`config.mk`:
```
export PLATFORM = sky130hd
export DESIGN_NAME = ram_burst_ctrl
export DESIGN_NICKNAME = d
export VERILOG_FILES = /design/src/rtl/ram_burst_ctrl.sv
export SDC_FILE = /design/constraint.sdc
export NUM_CORES = 1
export LEC_CHECK = 0
export BUFFER_PORTS_ARGS = -buffer_cell sky130_fd_sc_hd__clkbuf_2
export CAP_MARGIN = 40
export CORE_ASPECT_RATIO = 0.75
export CORE_MARGIN = 1
export CORE_UTILIZATION = 30
export CTS_CLUSTER_DIAMETER = 150
export DETAILED_ROUTE_END_ITERATION = 16
export MAX_ROUTING_LAYER = met4
export SKIP_CTS_REPAIR_TIMING = 1
export SKIP_LAST_GASP = 1
export SLEW_MARGIN = 0
export SYNTH_ARGS = -nofsm -noshare
export SYNTH_HDL_FRONTEND = slang
export SYNTH_SLANG_ARGS = --single-unit
```
`constraint.sdc`:
```
create_clock -name CLK -period 2.1 [get_ports CLK]
set_input_delay 0.105 -clock CLK [delete_from_list [all_inputs] [get_ports CLK]]
set_output_delay 0.105 -clock CLK [all_outputs]
set_load 0.03 [all_outputs]
```
`src/rtl/ram_burst_ctrl.sv`:
```
// Burst initiator for a single-port synchronous RAM: a valid/ready command port starts
// read or write bursts of REQ_LEN+1 beats, streamed one beat per cycle.
module ram_burst_ctrl #(
  parameter int ADDR_WIDTH = 8,
  parameter int DATA_WIDTH = 10,
  parameter int LEN_WIDTH  = 4
) (
  input  logic                  CLK,
  input  logic                  RST,
  input  logic                  REQ_VALID,
  output logic                  REQ_READY,
  input  logic                  REQ_WR,
  input  logic [ADDR_WIDTH-1:0] REQ_ADDR,
  input  logic [LEN_WIDTH-1:0]  REQ_LEN,
  input  logic [DATA_WIDTH-1:0] WDATA,
  input  logic                  WDATA_VALID,
  output logic                  WDATA_READY,
  output logic [DATA_WIDTH-1:0] RDATA,
  output logic                  RDATA_VALID,
  output logic                  DONE,
  output logic                  BUSY,
  output logic                  RAM_EN,
  output logic                  RAM_WE,
  output logic [ADDR_WIDTH-1:0] RAM_ADDR,
  output logic [DATA_WIDTH-1:0] RAM_DIN,
  input  logic [DATA_WIDTH-1:0] RAM_DOUT,
  output logic [1:0]            STATE_DBG
);

  typedef enum logic [1:0] {IDLE, WR, RD, RD_DRAIN} state_t;

  state_t                state_q, state_nxt;
  logic [ADDR_WIDTH-1:0] addr_q, addr_nxt;
  logic [LEN_WIDTH-1:0]  cnt_q, cnt_nxt;
  logic                  rd_issued_q;
  logic                  rd_last_q;
  logic                  wr_last;

  // Handshakes: a command (REQ_VALID & REQ_READY) or a write beat (WDATA_VALID &
  // WDATA_READY) transfers on the rising edge where both are high; RDATA_VALID
  // has no ready and must be taken in the cycle it is shown.
  always_comb begin
    state_nxt   = state_q;
    addr_nxt    = addr_q;
    cnt_nxt     = cnt_q;
    REQ_READY   = 1'b0;
    WDATA_READY = 1'b0;
    RAM_EN      = 1'b0;
    RAM_WE      = 1'b0;
    RAM_ADDR    = '0;
    RAM_DIN     = '0;
    wr_last     = 1'b0;
    case (state_q)
      IDLE: begin
        REQ_READY = !RST;
        if (REQ_VALID) begin
          addr_nxt  = REQ_ADDR;
          cnt_nxt   = REQ_LEN;
          state_nxt = REQ_WR ? WR : RD;
        end
      end
      WR: begin
        WDATA_READY = 1'b1;
        RAM_EN      = WDATA_VALID;
        RAM_WE      = WDATA_VALID;
        RAM_ADDR    = addr_q;
        RAM_DIN     = WDATA;
        if (WDATA_VALID) begin
          addr_nxt = addr_q + 1'b1;
          if (cnt_q == '0) begin
            wr_last   = 1'b1;
            state_nxt = IDLE;
          end else begin
            cnt_nxt = cnt_q - 1'b1;
          end
        end
      end
      RD: begin
        RAM_EN   = 1'b1;
        RAM_ADDR = addr_q;
        // Last address is held so the drain cycle re-presents it.
        if (cnt_q == '0) begin
          state_nxt = RD_DRAIN;
        end else begin
          addr_nxt = addr_q + 1'b1;
          cnt_nxt  = cnt_q - 1'b1;
        end
      end
      RD_DRAIN: begin
        RAM_EN    = 1'b1;
        RAM_ADDR  = addr_q;
        state_nxt = IDLE;
      end
      default: state_nxt = IDLE;
    endcase
  end

  always_ff @(posedge CLK) begin
    if (RST) begin
      state_q     <= IDLE;
      addr_q      <= '0;
      cnt_q       <= '0;
      rd_issued_q <= 1'b0;
      rd_last_q   <= 1'b0;
      RDATA       <= '0;
      RDATA_VALID <= 1'b0;
      DONE        <= 1'b0;
    end else begin
      state_q     <= state_nxt;
      addr_q      <= addr_nxt;
      cnt_q       <= cnt_nxt;
      // RAM_DOUT is valid the cycle after an RD-state address.
      rd_issued_q <= (state_q == RD);
      rd_last_q   <= (state_q == RD) && (cnt_q == '0);
      RDATA_VALID <= rd_issued_q;
      if (rd_issued_q) RDATA <= RAM_DOUT;
      DONE        <= wr_last | rd_last_q;
    end
  end

  assign BUSY      = (state_q != IDLE);
  assign STATE_DBG = state_q;

endmodule

```
==> results.json <==
{
  "final.setup_skew_ns": 0.003141,
  "min_period_ns": 1.944,
  "dieHeight_um": 64.73,
  "routabilityCongestion": 0.7725,
  "area_delta_synth_final_pct": 32.59,
  "worstPathRequired_ns": 2.28,
  "rows": 22,
  "dp_hpwl_um": 2884,
  "crit_chain": "inv_1 -> ha_1 -> nor2b_1 -> a2111oi_4 -> o21ai_1 -> a32o_1",
  "vias": 1539,
  "grt_pass1_wl_um": 6141,
  "synth_area_leaders": "dfxtp_1 36%, mux2i_1 7.6%, ha_1 5.6%, nor2b_1 5.6%, and2_1 4.8%",
  "crit_path_start_kind": "flip-flop",
  "syn-num-nets": 226,
  "synth.top_cell.area_share_pct": 35.61,
  "switching_share_pct": 47.79,
  "cp.arrival_ns": 2.12,
  "status": "complete, no violations",
  "crit_type": "reg -> reg",
  "yosysUniqueCellTypes": 44,
  "hold_path_class": "in -> reg",
  "syn_inst": 182,
  "drive_gt1_share_pct": 36.76,
  "power.leakage_nw": 0.9521,
  "yosysSeqAreaShare_pct": 35.61,
  "clkTransAtPathRegs_ns": 0.10,
  "powerDensity_nw_per_um2": 1557,
  "cts_root_buf": "clkbuf_8",
  "clock_latency_ns": 0.28,
  "p_sw_mw": 1.553,
  "viasPerCell": 4.735,
  "finalSetupTns_ns": 0,
  "io_buffer_count": 73,
  "hold_viol": 0,
  "synth_edf_count": 0,
  "power.internal_mw": 1.697,
  "postRouteAntennaNets": 0,
  "setup_viol": 0,
  "cts_made_buffers": 3,
  "yosys_warnings": 0,
  "grt_max_degree": 30,
  "pwr-share-comb_pct": 60.7,
  "slew_headroom_pct": 56.98,
  "slowest_stage": "a2111oi_4",
  "grt_pass1_vias": 1375,
  "rsz0062_at_grt": "false",
  "fmax_ghz": 0.5144,
  "cp-end-kind": "flip-flop",
  "maxCapViolCount": 0,
  "antenna_found_initial": 0,
  "cp_slowest_stage_delay_ns": 0.49,
  "final_util_pct": 41.89,
  "timing.final.crit_share_pct": 92.57,
  "globalRoute.totalOverflow": 0,
  "htreeDepth": 1,
  "p_clk_share_pct": 13.3,
  "cp_max_fo": 6,
  "clockBufferDepth": 2,
  "fp.dieW_um": 85.64,
  "multi_input_area_sq_um": 934.6,
  "register_area_sq_um": 561.8,
  "stdcell_count": 325,
  "async_flop_share_pct": 0,
  "initial_core_util_pct": 31.59,
  "finalPower_mw": 3.250,
  "final_common_cell": "clkbuf_2",
  "wire_per_inst_um": 11.64,
  "io_pins": 74,
  "synth_top_area_cell": "dfxtp_1",
  "ys_ff_latch": 28,
  "vdd_drop_max_mv": 0.5882,
  "placedCellCount": 321,
  "final_cell_mix": "73 x clkbuf_2, 27 x dfxtp_1, 18 x nor2_1",
  "cts_tree": "yes",
  "die_area_sq_um": 5543,
  "worst_pin_slew_ns": 0.6453,
  "nFillCells": 521,
  "drt-pass1-iter-count": 4,
  "nets": 298,
  "syn_area_sq_um": 1574,
  "drt_iter0_markers": 66,
  "synth_flop_cell": "dfxtp_1",
  "grt_use_total_pct": 14.34,
  "drv_slew": 0,
  "clock-sinks": 28,
  "synth.avg_cell_area_sq_um": 8.648,
  "wirelength_um": 3783,
  "drc_errors": 0,
  "coreArea_sq_um": 4982,
  "sequentialPowerShare_pct": 26.0,
  "antenna_cells": 0
}
## cells in the mapped netlist, types with 2 or more instances
cell type / instances
nor4_1: 3
clkbuf_1: 5
ha_1: 7
a21oi_1: 13
o21ai_0: 11
dfxtp_1: 28
nor2b_1: 14
and2_1: 12
mux2i_1: 12
nand2_1: 9
nor3_1: 2
a221oi_1: 2
a211oi_2: 2
nand3_1: 3
nor2_1: 18
buf_2: 3
nand2b_1: 2
o21a_1: 2
inv_1: 9
## stage by stage
stage | setup WS, ns | hold slack (ns) | instance area (sq um)
finish | 0.1560 | 0.05628 | 2087
floorplan | 0.03900 | 0.2522 | 1575
global route | 0.02195 | 0.06168 | 2087
CTS | 0.1520 | 0.04831 | 2087
global placement | 0.2044 | 0.3408 | 2016
detailed placement | 0.1838 | 0.3488 | 2016
## path summary, 6_finish.rpt
path                                                 from                    end  slack [ns]  cells after the start
worst max-delay path            STATE_DBG[0]$_SDFFE_PP0P_  cnt_q[2]$_SDFFE_PP0P_        0.16                      6
worst max register to register  STATE_DBG[0]$_SDFFE_PP0P_  cnt_q[2]$_SDFFE_PP0P_        0.16                      6
worst min-delay path                          RAM_DOUT[4]  RDATA[4]$_SDFFE_PP0P_        0.06                      3
worst min register to register       rd_last_q$_SDFF_PP0_        DONE$_SDFF_PP0_        0.45                      2
## power groups by stage
stage	sequential, mW	combinational [mW]	clock, mW
after floorplan	0.894	1.45	0
after global placement	0.858	1.96	0
after detailed placement	0.860	1.97	0
after CTS	0.847	1.99	0.447
after global routing	0.872	2.15	0.475
final	0.844	1.97	0.432
## cell families (layout without fill, tap and decap cells)
kind of cell	after synthesis	after routing	share of synthesized area (%)
mux	12	12	7.631
compound gates	44	44	20.83
simple gates	72	72	25.36
fa+ha+maj	7	7	5.564
buf+inv	19	90	5.008
flops	28	28	35.61
## final cells by class
class                   count  share of cell area (%)
multi-input cells         135                   44.78
flip-flops and latches     28                   26.92
repair buffers             77                   18.94
well taps                  72                   4.317
clock buffers               3                   1.978
inverters                   9                   1.619
clock inverters             1                   1.439
## sequential cells by signal, indices dropped and copies added (netlist names)
name         count
rd_issued_q      1
RDATA_VALID      1
rd_last_q        1
addr_q           8
RDATA           10
cnt_q            4
STATE_DBG        2
DONE             1
## worst max-delay path: cells and delay by family (launching register included)
| kind | cells | cell delay, ns |
|---|---|---|
| compound gates | 3 | 0.90 |
| fa+ha+maj | 1 | 0.23 |
| simple gates | 1 | 0.23 |
| buf+inv | 1 | 0.11 |
| flops | 1 | 0.39 |
## routing by layer
layer | GRT usage, % | vias to the layer above | wire, um
met5 | - | - | 0
met4 | 4.167 | 0 | 38
met3 | 3.057 | 4 | 229
met2 | 23.20 | 54 | 1635
met1 | 18.11 | 699 | 1879
li1 | - | 782 | -
Note: power is estimated with default switching activity, not from simulation.
